### src/rtl/johnson_decoder_pkg.sv
// Shared types and helpers for the Johnson code decoder: FSM states,
// error counter width and the Johnson successor function.
package johnson_decoder_pkg;

  typedef enum logic [1:0] {
    HUNT   = 2'd0,
    LOCKED = 2'd1,
    ERROR  = 2'd2
  } state_t;

  localparam int ERR_CNT_W = 8;
  localparam int MAX_N     = 8;

  // Shift-left Johnson successor of an n-bit code, zero-extended to MAX_N bits.
  function automatic logic [MAX_N-1:0] johnson_succ(input logic [MAX_N-1:0] c, input int n);
    logic [MAX_N-1:0] r;
    r = '0;
    for (int i = 1; i < MAX_N; i++) begin
      if (i < n) r[i] = c[i-1];
    end
    r[0] = ~c[n-1];
    return r;
  endfunction

endpackage

### src/rtl/johnson_decoder_lut.sv
// Combinational Johnson code decoder: maps a code word to its position
// in the sequence and flags words that are not part of the sequence.
module johnson_lut #(
  parameter int N = 4
) (
  input  logic [N-1:0]             code,
  output logic [$clog2(2*N)-1:0]   idx,
  output logic                     legal
);

  localparam int IW = $clog2(2*N);
  // When 2N is a power of two this truncates to zero, which still gives
  // the right result because the subtraction below wraps modulo 2^IW.
  localparam logic [IW-1:0] TWO_N = IW'(2*N);

  logic [IW-1:0] pop;
  logic          low_fill;
  logic [N-1:0]  pattern;

  // Decode by popcount, then rebuild the ideal word for that position;
  // the code is legal only if it matches the rebuilt word exactly.
  always_comb begin
    pop = '0;
    for (int i = 0; i < N; i++) pop = pop + IW'(code[i]);
    low_fill = code[0] || (code == '0);
    pattern  = '0;
    for (int i = 0; i < N; i++) begin
      pattern[i] = low_fill ? (i < int'(pop)) : (i >= N - int'(pop));
    end
    idx   = low_fill ? pop : (TWO_N - pop);
    legal = (pattern == code);
  end

endmodule

### src/rtl/johnson_decoder.sv
// Johnson counter monitor: decodes sampled codes, checks that each legal
// sample follows its predecessor, and tracks lock and error statistics.
module johnson_decoder
  import johnson_decoder_pkg::*;
#(
  parameter int N        = 4,
  parameter int LOCK_CNT = 3
) (
  input  logic                   clk,
  input  logic                   rst_n,
  input  logic                   in_valid,
  input  logic [N-1:0]           code,
  output logic [$clog2(2*N)-1:0] idx,
  output logic                   idx_valid,
  output logic                   illegal,
  output logic                   seq_err,
  output logic                   locked,
  output logic [ERR_CNT_W-1:0]   err_cnt
);

  localparam int IW = $clog2(2*N);

  state_t        state, next_state;
  logic [3:0]    step_cnt, next_step;
  logic [N-1:0]  prev_code;
  logic          have_prev;

  logic [IW-1:0] lut_idx;
  logic          lut_legal;
  logic          sample_illegal, sample_seq, sample_err, good_step;

  johnson_lut #(.N(N)) u_lut (
    .code  (code),
    .idx   (lut_idx),
    .legal (lut_legal)
  );

  // Classify the current sample against the stored previous legal code.
  always_comb begin
    sample_illegal = in_valid && !lut_legal;
    sample_seq     = 1'b0;
    good_step      = 1'b0;
    if (in_valid && lut_legal && have_prev) begin
      if (MAX_N'(code) == johnson_succ(MAX_N'(prev_code), N)) good_step = 1'b1;
      else                                                   sample_seq = 1'b1;
    end
    sample_err = sample_illegal || sample_seq;
  end

  // Lock FSM next-state logic; ERROR is a single-cycle pass back to HUNT.
  always_comb begin
    next_state = state;
    next_step  = step_cnt;
    case (state)
      HUNT: begin
        if (sample_err) begin
          next_step = '0;
        end else if (good_step) begin
          if (4'(step_cnt + 4'd1) == 4'(LOCK_CNT)) begin
            next_state = LOCKED;
            next_step  = '0;
          end else begin
            next_step = 4'(step_cnt + 4'd1);
          end
        end
      end
      LOCKED: begin
        if (sample_err) next_state = ERROR;
      end
      ERROR: begin
        next_state = HUNT;
        next_step  = '0;
      end
      default: begin
        next_state = HUNT;
        next_step  = '0;
      end
    endcase
  end

  // FSM state and step counter registers.
  always_ff @(posedge clk) begin
    if (!rst_n) begin
      state    <= HUNT;
      step_cnt <= '0;
    end else begin
      state    <= next_state;
      step_cnt <= next_step;
    end
  end

  // Registered outputs, previous-code tracking and saturating error count.
  always_ff @(posedge clk) begin
    if (!rst_n) begin
      idx       <= '0;
      idx_valid <= 1'b0;
      illegal   <= 1'b0;
      seq_err   <= 1'b0;
      locked    <= 1'b0;
      err_cnt   <= '0;
      prev_code <= '0;
      have_prev <= 1'b0;
    end else begin
      idx_valid <= in_valid && lut_legal;
      illegal   <= sample_illegal;
      seq_err   <= sample_seq;
      locked    <= (next_state == LOCKED);
      if (in_valid && lut_legal) begin
        idx       <= lut_idx;
        prev_code <= code;
        have_prev <= 1'b1;
      end
      if (sample_err && (err_cnt != '1)) err_cnt <= err_cnt + 1'b1;
    end
  end

endmodule

### config.mk
export PLATFORM = sky130hd
export DESIGN_NAME = johnson_decoder
export DESIGN_NICKNAME = d
export VERILOG_FILES = /design/src/rtl/johnson_decoder_pkg.sv /design/src/rtl/johnson_decoder_lut.sv /design/src/rtl/johnson_decoder.sv
export SDC_FILE = /design/constraint.sdc
export NUM_CORES = 1
export LEC_CHECK = 0
export BUFFER_PORTS_ARGS = -buffer_cell sky130_fd_sc_hd__clkbuf_2
export CAP_MARGIN = 10
export CORE_UTILIZATION = 55
export DETAILED_ROUTE_END_ITERATION = 6
export PLACE_DENSITY_LB_ADDON = 0.15
export SETUP_SLACK_MARGIN = 0.3
export SLEW_MARGIN = 20
export SYNTH_ARGS = -nofsm -noshare
export SYNTH_HDL_FRONTEND = slang
export SYNTH_SLANG_ARGS = --single-unit
### constraint.sdc
create_clock -name clk -period 8.65 [get_ports clk]
set_input_delay 1.73 -clock clk [delete_from_list [all_inputs] [get_ports clk]]
set_output_delay 1.73 -clock clk [all_outputs]
set_load 0.05 [all_outputs]
==> results of run 1 <==
[worst max-delay path: cells and delay by family]
kind	cells	cell delay (ns)
buf+inv	3	0.49
compound gates	2	0.36
fa+ha+maj	3	1.49
simple gates	5	1.67
[power by group through the flow]
| stage | clock network [µW] | registers (µW) | logic, µW |
|---|---|---|---|
| after floorplan | 0 | 137 | 56.4 |
| after global placement | 0 | 129 | 77.3 |
| after detailed placement | 0 | 129 | 78.5 |
| after CTS | 85.1 | 126 | 78.8 |
| after global routing | 89.6 | 126 | 86.6 |
| final | 82.5 | 126 | 78.6 |
[final cells by class]
cell class / instances / area (µm²)
repair buffers: 21 / 105.1
well taps: 44 / 55.05
flip-flops and latches: 26 / 520.5
inverters: 18 / 67.56
clock inverters: 1 / 30.03
clock buffers: 3 / 22.52
multi-input cells: 144 / 1139
fillers: 266 / 1139
[registers in the layout (all words and copies together) (netlist names)]
register	flops
prev_code	4
have_prev	1
locked	1
err_cnt	8
step_cnt	4
state	2
illegal	1
idx	3
seq_err	1
idx_valid	1
[cells in the mapped netlist (all sizes together) (2+ instances only)]
cell,count
nor4,4
a31oi,2
o21ai,5
o311ai,3
nand3,3
nor2,4
o31a,2
nand2,16
nor2b,8
and2,3
nor4b,3
ha,11
a21oi,5
o21a,3
inv,18
nand4,4
and3,5
o211ai,3
xor2,3
clkbuf,3
mux2i,12
xnor2,5
dfxtp,26
o31ai,2
nor3b,2
nor3,9
fa,2
nand3b,2
or3b,2
o211a,3
buf,6
nand2b,9
[worst min-delay path by stage]
stage / start / endpoint / slack [ns] / cells past startpoint
finish: err_cnt[7] / err_cnt[7] / 0.50 / 2
detailed placement: err_cnt[7] / err_cnt[7] / 0.48 / 2
CTS: err_cnt[7] / err_cnt[7] / 0.51 / 2
floorplan: step_cnt[2] / step_cnt[2] / 0.46 / 1
global route: err_cnt[3] / err_cnt[3] / 0.53 / 2
global placement: err_cnt[7] / err_cnt[7] / 0.47 / 2
[per-stage QoR]
step / area (µm²) / setup WS, ns / std cells / total power, µW / util
after CTS: 1939 / 3.142 / 257 / 289.9 / 0.6301
final: 1939 / 3.142 / 257 / 287.1 / 0.6301
after global routing: 1939 / 2.908 / 257 / 302.6 / 0.6301
after detailed placement: 1887 / 2.774 / 253 / 207.1 / 0.6130
after floorplan: 1787 / 3.376 / 197 / 193.6 / -
after global placement: 1887 / 2.851 / 253 / 205.8 / 0.6130
[routing by layer]
layer / vias to the layer above / share of wire / track usage
met3: 5 / 0.027 / 0.03712
met1: 656 / 0.47 / 0.2449
met4: 0 / 0.012 / 0.07143
met5: - / 0 / 0
li1: 731 / - / -
met2: 18 / 0.49 / 0.3945
[cells by family after synthesis]
family,Yosys count,synth area share
AOI/OAI and AO/OA,34,0.1555
xor gates and xnor gates,8,0.03922
adders and majority gates,13,0.09944
buffers and inverters,27,0.07143
DFF,26,0.2913
muxes,12,0.06723
and+or+nand+nor,77,0.2759
==> results.md, run 1 <==
- The flow ran to the end, and the final reports show no timing, DRC or antenna violations.
- Of the cells placed in the final design, the portion with a size suffix greater than 1 is 0.1737.
- The commonest non-fill, non-tap cell in the layout is sky130_fd_sc_hd__dfxtp_1.
- The slew at the pin closest to its max-slew limit is roughly 0.57 ns.
- The per-instance average area after synthesis is approximately 9 µm².
- The arrival time of data at the critical path endpoint is approximately 5.7 ns.
- After detailed routing, the number of vias per cell comes to between 5 and 6.
- CTS built an H-tree with a depth of 1.
- The peak clock frequency supported by timing is about 180 MHz.
- The critical path is of the in2reg type.
- The initial utilization of the core area, before any placement, comes to 0.5805.
- The wire length per cell after detailed routing is around 13 µm.
- The register-to-register path setup slack is around 6.9 ns.
- The internal portion of total power is slightly below 200 µW.
- The boundary pin count is 22.
- In this run the tightest slew margin relative to its limit is 0.6155.
- The largest single stage delay on the critical path is between 0.5 and 0.6 ns.
- The most critical setup path has its endpoint at err_cnt[6].
- In the routed design, unresolved DRC markers number 0.
- Once detail routing completed, the nets flagged for antenna violations numbered 0.
- The global-route wire length before repair is about 5600 µm.
- The routed design has 3349 µm of wire.
- Of the post-synthesis cell area, the dominant cell type holds 0.2913.
- Buffers inserted during clock tree synthesis total 3.
- The post-CTS clock slew at the launch and capture registers of the worst setup and hold paths is approximately 0.14 ns.
- The remaining global-route overflow is 0.
- The endpoint class of the critical path is a flop.
- In this run the deepest clock path goes through 2 buffers.
- When the netlist entered floorplanning its net count stood at 217.
- The total negative setup slack is 0 ns.
- The final estimated routing congestion in global placement is 0.8928.
- The number of buffers inserted for hold repair after clock tree synthesis is 0.
- Across the run, the number of max-cap violations was 0.
- For this design the total switching power over the nets is a little under 90 µW.
- The power share of the clock group is 0.287.
- The number of flops mapped to enable cells by yosys is 0.
- The launch instance of the worst register-to-register path is err_cnt[3].
- The root buffer cell is sky130_fd_sc_hd__clkbuf_4.
- The async set or reset register ratio after synthesis is 0.
- The die outline area is 3480 µm².
- The count of different cell masters after synthesis is 50.
- The synthesis-stage register bit count is 26.
- Setup repair after global routing left no endpoint under its margin.
- The latest clock arrival within the worst-skew pair is 0.32 ns.
- Across every metal layer, demand over resource in global routing totals 0.2128.
- Data on the critical path is required at its endpoint by slightly below 9 ns.
- The reg-to-reg critical path endpoint is err_cnt[2].
- The tightest hold path in the finished design has a slack of roughly 0.50 ns.
- The number of slew-limit violations in the final report was 0.
- The final worst-path cycle share is 0.6367.
- The critical path startpoint category is an input pin.
- The total inserted antenna cells is 0.
- The vertical die dimension is 59.00 µm.
- The warning count from the yosys run is 0.
- The final-stage net count is approximately 230.
- Of the total power, combinational logic draws 0.274.
- VDD sags by at most about 0.00006 V.
- The signal on the critical path passes through clkbuf_2, inv_2, ha_1, inv_1, fa_1, fa_1, or3b_1, or4b_1, nand4_1, o311ai_4, nor3_4, nor4_1, o21a_1.
- Of the total power, the share spent switching nets is 0.3102.
- Summing every instance area after synthesis gives about 1800 µm².
- The number of post-CTS setup repair buffers is 0.
- The initial antenna violation count is 0.
- The proportion of power drawn by flip-flops and latches is 0.439.
- In this run the worst setup path begins at code[0].
- The path class of the tightest hold or removal check is reg2reg.
- The static leakage is 0.0008185 µW.
- The clock sink count is 26.
- The via count of the first global-routing pass is around 1300.
- On the critical path, the stage with the largest delay is an instance of sky130_fd_sc_hd__fa_1.
- The count of final hold-check violations came to 0.
- The estimated wirelength of the detail-placed design is approximately 2600 µm.
- The cell count after synthesis came out at 197.
- The final worst clock skew is 0.001112 ns.
- The power density over the cells is around 150 nW/µm².
- The total of buffers placed on input and output ports is 21.
- The largest area contributor in the synthesized netlist is sky130_fd_sc_hd__dfxtp_1.
- The pin count of the biggest net entering global routing is 26.
- By instance count, the cell type seen most on the critical path is sky130_fd_sc_hd__fa_1.
- After layout, the minimum clock period comes to approximately 5.5 ns.
- The die is ~59 µm wide.
- For this run, the detailed router's first-pass iteration total came to 4.
- The post-synthesis sequential area ratio is 0.2913.
- The predominant post-synthesis flop cell is sky130_fd_sc_hd__dfxtp_1.
- The library cells used most frequently in the layout, excluding fill and tap cells, are 26 x sky130_fd_sc_hd__dfxtp_1, 21 x sky130_fd_sc_hd__clkbuf_2, 16 x sky130_fd_sc_hd__inv_1, 16 x sky130_fd_sc_hd__nand2_1, 12 x sky130_fd_sc_hd__mux2i_1.
- Gates resized during post-CTS repair numbered 0.
- The layout overhead on the synthesized area is 8.543%.
- The maximum fanout along the worst path is 16.
- The worst reg-to-reg path cell count is 5.
- The first routing iteration left 65 violations.
- Sorting the synthesized cells by area gives the leading types as sky130_fd_sc_hd__dfxtp_1 29%, sky130_fd_sc_hd__ha_1 7.7%, sky130_fd_sc_hd__mux2i_1 6.7%.
- The via count is 1410.
- The TritonCTS clock tree is yes.
- The number of setup violations in the final report is 0.
- The core area is about 3000 µm².
- Row generation in the floorplan step produced 20 rows.
Note: power is estimated with default switching activity, not from simulation.
==> run 2: changes to the inputs <==
--- a/config.mk
+++ b/config.mk
@@ -5,6 +5,7 @@
 export SDC_FILE = /design/constraint.sdc
 export NUM_CORES = 1
 export LEC_CHECK = 0
+export ABC_AREA = 1
 export BUFFER_PORTS_ARGS = -buffer_cell sky130_fd_sc_hd__clkbuf_2
 export CAP_MARGIN = 10
 export CORE_UTILIZATION = 55
==> constraint.sdc (replaced) <==
create_clock -name clk -period 5.5 [get_ports clk]
set_input_delay 1.1 -clock clk [delete_from_list [all_inputs] [get_ports clk]]
set_output_delay 1.1 -clock clk [all_outputs]
set_load 0.05 [all_outputs]
==> results.md, run 2 <==
- Of the post-synthesis cell area, the dominant cell type holds 0.3137.
- Setup violations remaining at the end of the flow were counted as 0.
- Leaving out filler cells and counting taps, the final layout contains ~280.
- The remaining antenna violation count is 0.
- The critical path starts at code[0].
- The placed instance area is 1780 µm².
- Of the total power, the share spent switching nets is 0.3176.
- From synthesis to final layout, the design area changed by 10.48%.
- Detailed placement finished with a half-perimeter wire length of between 2000 and 2500 µm.
- The via-per-instance ratio is a little over 5.
- The static leakage is approximately 0.00086 µW.
- Setup repair after global routing left no endpoint under its margin.
- The slowest stage of the critical path belongs to the cell sky130_fd_sc_hd__fa_1.
- The peak clock frequency supported by timing is 249.1 MHz.
- The die outline area is between 3000 and 4000 µm².
- More flip-flops sit in one register than any other, and that register is err_cnt.
- The number of CTS-inserted buffers is 3.
- In the finished design, the share of the clock period the worst path needs comes to 0.7298.
- After synthesis, the cell types taking the most area are sky130_fd_sc_hd__dfxtp_1 31%, sky130_fd_sc_hd__nand3_1 11%, sky130_fd_sc_hd__nand2_1 11%.
- The total of buffers placed on input and output ports is 21.
- The register-to-register path setup slack is 3.76 ns.
- The count of final hold-check violations is 0.
- Counting flops with an async set or reset pin after synthesis yields a share of 0.
- Of the total power, registers draw 0.446.
- The flow ran to the end, but the final reports show violations.
- The number of placement rows is 19.
- The initial antenna violation count is 0.
- The classification of the worst-slack hold path is reg2reg.
- Of the total power, the clock network draws 0.286.
- In this run the count of I/O pins placed on the die edge is 22.
- The post-placement cell count is 275.
- Along the worst path, the maximum fanout reaches 11.
- The core area is between 2000 and 3000 µm².
- The die is roughly 57 µm wide.
- After clock tree synthesis, the flow added hold-fix buffers numbering 0.
- Entering global routing, the biggest net connects 19 pins.
- The total inserted antenna cells is 0.
- TritonCTS built the clock tree.
- The warning count from the yosys run is 0.
- The number of instances in the synthesized netlist is ~230.
- Walking the worst path, the cells encountered are clkbuf_2, inv_2, ha_1, inv_1, fa_1, inv_1, ha_1, inv_1, ha_1, inv_1, nand2_1, nand3_1, nand2_1, nand3_1, nand2_2, nand3_4, nor2_8, nand4_4, nand2_2, nand2_1, nand2_1, a21oi_1.
- The largest area contributor in the synthesized netlist is sky130_fd_sc_hd__dfxtp_1.
- The stage delay of the slowest cell on the critical path is ~0.42 ns.
- The vertical die dimension is ~57 µm.
- The flip-flop count of the largest register, all copies and words added is 8.
- The synthesized area is about 1700 µm².
- In the final layout, the registers with the most flip-flops are err_cnt x8, prev_code x4, step_cnt x4.
- Summing all non-filler instances in the final layout gives an area of around 1800 µm².
- The number of levels in the clock H-tree is 1.
- The analysis attributes to net switching a power of approximately 140 µW.
- IR analysis of the VDD net gives a maximum drop of 0.0001442 V.
- Yosys instantiated no cell more often than sky130_fd_sc_hd__nand2_1.
- Summing internal, switching and leakage power gives between 400 and 500 µW.
- The clock arrives with slightly below 0.008 ns of skew.
- The via count of the first global-routing pass was about 1300.
- For this block, the routed nets add up to between 2000 and 3000 µm of wire.
- The slew at the pin closest to its max-slew limit is 0.4599 ns.
- The commonest non-fill, non-tap cell in the layout is sky130_fd_sc_hd__nand2_1.
- The number of setup buffers added after CTS is 0.
- The share of total power dissipated in combinational logic is 0.268.
- After layout, the minimum clock period comes to 4.014 ns.
- The per-instance average area after synthesis is around 7.3 µm².
- Leaving out fill and tap cells, the most frequent cells in the layout are 47 x sky130_fd_sc_hd__nand2_1, 37 x sky130_fd_sc_hd__nand3_1, 26 x sky130_fd_sc_hd__dfxtp_1.
- The global-route wire length before repair is about 5300 µm.
- The number of slew-limit violations in the final report is 0.
- The max-capacitance violation count is 0.
- The synthesis-stage register bit count is 26.
- Across every metal layer, demand over resource in global routing totals 0.2039.
- In the routed design, unresolved DRC markers number 2.
- The total negative setup slack is 0 ns.
- For this run, the post-layout net count is approximately 270.
- The later pin in the worst-skew pair is clocked with a latency of ~0.32 ns.
- In this run the tightest slew margin relative to its limit is 0.6915.
- In this run the power density over the cells is approximately 250 nW/µm².
- For the worst setup path, the data arrival time is 4.23 ns.
- In this run the most critical hold path is launched from idx[0].
- Clock tree synthesis found a total of 26 sinks.
- The worst setup path is captured at a flop.
- The first TritonRoute pass finished after 6 iterations.
- After clock tree synthesis, the clock-pin slew on the worst setup and hold paths is 0.14 ns.
- The wire length per cell after detailed routing is 10.59 µm.
- The starting density of the core is 0.5914.
- Counting instances in the post-synthesis netlist gives the leading cell types as 47 x sky130_fd_sc_hd__nand2_1, 37 x sky130_fd_sc_hd__nand3_1, 26 x sky130_fd_sc_hd__dfxtp_1, 23 x sky130_fd_sc_hd__nor2_1, 22 x sky130_fd_sc_hd__inv_1.
- Clock tree synthesis selected as its root buffer the cell sky130_fd_sc_hd__clkbuf_4.
- The number of inserted filler cells in the final layout is approximately 260.
- The number of nets in the synthesized netlist is 247.
- Yosys mapped a number of flops with a built-in enable equal to 0.
- The clock passes through at most 2 buffers.
- The predominant post-synthesis flop cell is sky130_fd_sc_hd__dfxtp_1.
- The final reports fail on design-rule violations.
- The proportion of layout cells with a drive suffix above 1 is 0.1613.
- Across all layers, the routed design uses between 1000 and 1500 vias.
- The remaining global-route overflow is 0.
- The critical path class is in2reg.
- The post-cts sizing count is 0.
- The launch instance of the worst register-to-register path is prev_code[0].
- The number of different library cells used by synthesis comes to 29.
- For this run, the register share of the synthesized area comes to 0.3137.
- The final estimated routing congestion in global placement is 0.8647.
- The internal portion of total power is slightly above 300 µW.
- At the worst endpoint, the required time is around 5.7 ns.
- The first routing iteration left 56 violations.
- The critical path startpoint category is an input pin.
## run 2: cell count changes after synthesis, moves of 4 or more
cell,delta
sky130_fd_sc_hd__nand2_2,+4
sky130_fd_sc_hd__nor2b_1,-8
sky130_fd_sc_hd__nand3_1,+34
sky130_fd_sc_hd__nor4_1,-4
sky130_fd_sc_hd__inv_1,+6
sky130_fd_sc_hd__nand4_1,-4
sky130_fd_sc_hd__nand2b_1,-9
sky130_fd_sc_hd__nor2_1,+20
sky130_fd_sc_hd__and3_1,-5
sky130_fd_sc_hd__a21oi_1,+11
sky130_fd_sc_hd__mux2i_1,-12
sky130_fd_sc_hd__nand2_1,+31
## run 2: through the flow
stage / util / hold slack, ns / worst slack [ns]
CTS: 0.6534 / 0.4723 / 1.504
detailed placement: 0.6347 / 0.4542 / 1.158
global placement: 0.6347 / 0.4518 / 1.217
finish: 0.6534 / 0.4699 / 1.486
floorplan: - / 0.4488 / 1.750
global route: 0.6534 / 0.4941 / 1.169
## run 2: kinds of logic (layout without fill, tap and decap cells)
family          after synthesis  in the layout  synth area share
compound gates               23             23           0.07995
xor+xnor                     11             11           0.05807
fa+ha+maj                    13             13            0.1071
buf+inv                      28             49           0.06787
flops                        26             26            0.3137
simple gates                126            126            0.3733
## run 2: worst paths after layout
path / endpoint / cells after the start
min: idx[0] / 2
max reg2reg: err_cnt[1] / 8
min reg2reg: idx[0] / 2
max: err_cnt[1] / 22
## run 2: final cells by class
class,count,area [µm²],area share
Clock inverter,1,30.03,0.01638
Inverter,24,90.09,0.04915
Sequential cell,26,520.5,0.2840
Tap cell,31,38.79,0.02116
Clock buffer,3,22.52,0.01229
Timing Repair Buffer,21,105.1,0.05734
Multi-Input combinational cell,173,1026,0.5597
## run 2: worst max-delay path, delay by kind of cell
kind / cells / cell delay (ns)
compound gates: 1 / 0.06
fa+ha+maj: 4 / 1.13
simple gates: 11 / 1.38
buf+inv: 6 / 0.56
## run 2: power by group through the flow
stage / Clock, µW / Sequential, µW / Combinational, µW
floorplan: 0 / 218 / 88.2
global placement: 0 / 206 / 121
detailed placement: 0 / 206 / 122
CTS: 133 / 202 / 122
global route: 138 / 203 / 139
finish: 130 / 202 / 122
## run 2: layer usage
| layer | wire (µm) | track usage |
|---|---|---|
| met4 | 15 | 0.03484 |
| met5 | 0 | 0 |
| met1 | 1469 | 0.2800 |
| met3 | 91 | 0.04839 |
| met2 | 1378 | 0.3311 |
==> run 3: changes to the inputs <==
--- a/config.mk
+++ b/config.mk
@@ -5,10 +5,10 @@
 export SDC_FILE = /design/constraint.sdc
 export NUM_CORES = 1
 export LEC_CHECK = 0
-export ABC_AREA = 1
+export ABC_AREA = 0
 export BUFFER_PORTS_ARGS = -buffer_cell sky130_fd_sc_hd__clkbuf_2
 export CAP_MARGIN = 10
-export CORE_UTILIZATION = 55
+export CORE_UTILIZATION = 52
 export DETAILED_ROUTE_END_ITERATION = 6
 export PLACE_DENSITY_LB_ADDON = 0.15
 export SETUP_SLACK_MARGIN = 0.3
==> constraint.sdc (replaced) <==
create_clock -name clk -period 3.44 [get_ports clk]
set_input_delay 0.688 -clock clk [delete_from_list [all_inputs] [get_ports clk]]
set_output_delay 0.688 -clock clk [all_outputs]
set_load 0.05 [all_outputs]
==> results.md, run 3 (same netlist as run 1, synthesis figures left out) <==
- The flow ran to the end, but the final reports show violations.
- The final reports fail on negative setup slack.
- TritonCTS created 3 clock buffers.
- The detailed-route wire length is around 4200 µm.
- The worst hold path startpoint is err_cnt[7].
- After layout, the worst setup slack is -0.2146 ns.
- The largest buffer count on any clock path is 2.
- At the worst endpoint, the arrival time is around 3.9 ns.
- The via count of the first global-routing pass is about 1500.
- The HPWL after detailed placement is 3031 µm.
- The routed design could run at a clock period as short as between 3 and 4 ns.
- The x dimension of the die is about 61 µm.
- Entering global routing, the biggest net connects 26 pins.
- Of the cells placed in the final design, the portion with a size suffix greater than 1 is 0.3223.
- In this run the number of H-tree levels came out at 1.
- The launch instance of the worst register-to-register path is err_cnt[3].
- For this run the aggregate overflow at the end of global routing stands at 0.
- The static leakage is around 0.00099 µW.
- Between clock sinks in the finished design, the worst skew comes to ~0.0013 ns.
- The core area is between 3000 and 4000 µm².
- The endpoint class of the critical path is a flop.
- The smallest hold slack is between 0.4 and 0.5 ns.
- The highest metal layer carrying signal wires in the routed design is met4.
- Dividing the detail-routed wire length by the instance count gives roughly 15 µm.
- Setup violations remaining at the end of the flow were counted as 25.
- Buffers placed on the I/O ports in this run total 21.
- In the final layout, the registers with the most flip-flops are err_cnt x8, prev_code x4, step_cnt x4.
- The first-iteration detailed-routing DRC count is 94.
- The total inserted antenna cells is 0.
- The critical path class is in2reg.
- The wire length on met3 is between 100 and 150 µm.
- For this design, the sink count on the clock tree is 26.
- For this run, the number of standard cells in the final layout without fillers is 286.
- The global-route usage over all layers is 0.2427.
- The max-capacitance violation count is 0.
- The number of inserted filler cells in the final layout is between 200 and 250.
- The vertical die dimension is 60.62 µm.
- The tree is rooted in a sky130_fd_sc_hd__clkbuf_4.
- The post-placement cell count is 275.
- The final worst-path cycle share is 1.062.
- The post-CTS clock slew at the launch and capture registers of the worst setup and hold paths is about 0.14 ns.
- Summed over all nets, wire length on met2 after detailed routing comes to ~2300 µm.
- The register with the most flip-flops in the layout has 8 of them.
- Traced cell by cell, the critical path runs through buf_6, inv_4, ha_4, inv_2, fa_2, buf_4, inv_2, ha_4, inv_2, ha_4, xor2_2, a21oi_1, o311ai_0, a311o_1, buf_4, nor3_4, buf_6, o31a_1, o21a_1.
- The slew at the pin closest to its max-slew limit is approximately 0.6 ns.
- In the final routing, the length of wire on met1 measures around 1700 µm.
- The number of placement rows is 20.
- The post-route total power is roughly 830 µW.
- Power spread over the standard cell area amounts to ~350 nW/µm².
- The initial antenna violation count is 0.
- STA classifies the critical path startpoint as an input pin.
- In this run the count of I/O pins placed on the die edge is 22.
- The classification of the worst-slack hold path is reg2reg.
- The required time of the critical path is around 3.7 ns.
- The register with the most flip-flops in the final layout is err_cnt.
- The peak supply drop is ~0.00022 V.
- The starting density of the core is 0.5667.
- The die outline area is around 3700 µm².
- The TritonCTS clock tree is yes.
- The congestion estimate from routability-driven global placement came to between 0.8 and 0.9.
- The number of DRC violations after detailed routing is 0.
- Measured against its own limit, the worst slew margin works out to 0.6061.
- Leaving out fill and tap cells, the most frequent cells in the layout are 26 x sky130_fd_sc_hd__dfxtp_1, 22 x sky130_fd_sc_hd__buf_4, 19 x sky130_fd_sc_hd__clkbuf_2.
- The remaining antenna violation count is 0.
- After routing, the total negative slack on setup checks comes to -3.591 ns.
- The number of slew-limit violations in the final report was 0.
- Across all register-to-register paths, the minimum setup slack is ~1.6 ns.
- The later pin in the worst-skew pair is clocked with a latency of between 0.3 and 0.4 ns.
- The cell type of the slowest stage on the worst timing path is sky130_fd_sc_hd__fa_2.
- In this design, the stage delay of the slowest critical-path cell is ~0.36 ns.
- The maximum fanout along the worst path is 7.
- The commonest non-fill, non-tap cell in the layout is sky130_fd_sc_hd__dfxtp_1.
- The area growth from synthesis to layout is 30.67%.
- Setup repair after global routing could not meet its margin everywhere.
- Detailed routing inserted a total of approximately 1600 vias.
- The net count of the finished layout is about 260.
- The via-per-instance ratio is roughly 5.7.
- The first element of the critical path is code[0].
- The count of final hold-check violations is 0.
- The peak clock frequency supported by timing is roughly 270 MHz.
- The first global-routing pass estimated 6637 µm of wire.
- The first TritonRoute pass finished after 4 iterations.
-- run 3: changes by cell type in the layout (fill, tap and decap cells not counted), sizes merged, moves of 6 or more --
cell | previous run | this run
nand3 | 41 | 3
nand2 | 51 | 16
buf | 0 | 30
nor2b | 0 | 8
nand2b | 0 | 9
nor2 | 25 | 4
mux2i | 0 | 12
nor3 | 3 | 9
a21oi | 17 | 5
-- run 3: area by class of cell --
cell class | count | area (µm²) | area share
well taps | 44 | 55.05 | 0.02358
flip-flops and latches | 26 | 520.5 | 0.2229
inverters | 18 | 72.57 | 0.03108
clock inverters | 1 | 30.03 | 0.01286
repair buffers | 50 | 387.9 | 0.1661
clock buffers | 3 | 22.52 | 0.009646
multi-input cells | 144 | 1246 | 0.5338
-- run 3: worst paths after layout --
check | endpoint | cells past startpoint
setup reg to reg | err_cnt[2] | 5
setup / recovery | err_cnt[6] | 19
hold / removal | err_cnt[7] | 2
hold reg to reg | err_cnt[7] | 2
-- run 3: what timing repair did --
action	4_1_cts	5_1_grt
gates resized for setup	12	11
hold buffers	0	0
gates cloned	0	1
pin swaps	7	10
setup endpoints to repair	26	26
buffers inserted	3	3
-- run 3: metal layers --
layer / up-vias / global-route usage
met1: 781 / 0.2782
met5: - / 0
li1: 782 / -
met3: 14 / 0.03625
met2: 45 / 0.4380
met4: 0 / 0.1201
-- run 3: critical path: cells and delay by family --
family / cells / cell delay, ns
AOI/OAI and AO/OA: 5 / 1.24
adders and majority gates: 4 / 0.95
buffers and inverters: 8 / 0.75
xor gates and xnor gates: 1 / 0.20
and+or+nand+nor: 1 / 0.05
-- run 3: through the flow --
step,util,setup slack [ns],cell area (µm²)
floorplan,-,-0.5383,1826
global placement,0.6639,-0.5299,2093
detailed placement,0.6639,-0.6308,2093
CTS,0.7095,-0.2237,2237
global route,0.7405,-0.3485,2335
finish,0.7405,-0.2146,2335
-- run 3: where the power goes --
| group | internal, µW | total [µW] | switching, µW |
|---|---|---|---|
| Combinational | 137 | 298 | 161 |
| Clock | 118 | 210 | 92.5 |
| Sequential | 310 | 317 | 7.03 |
| Total | 565 | 826 | 261 |
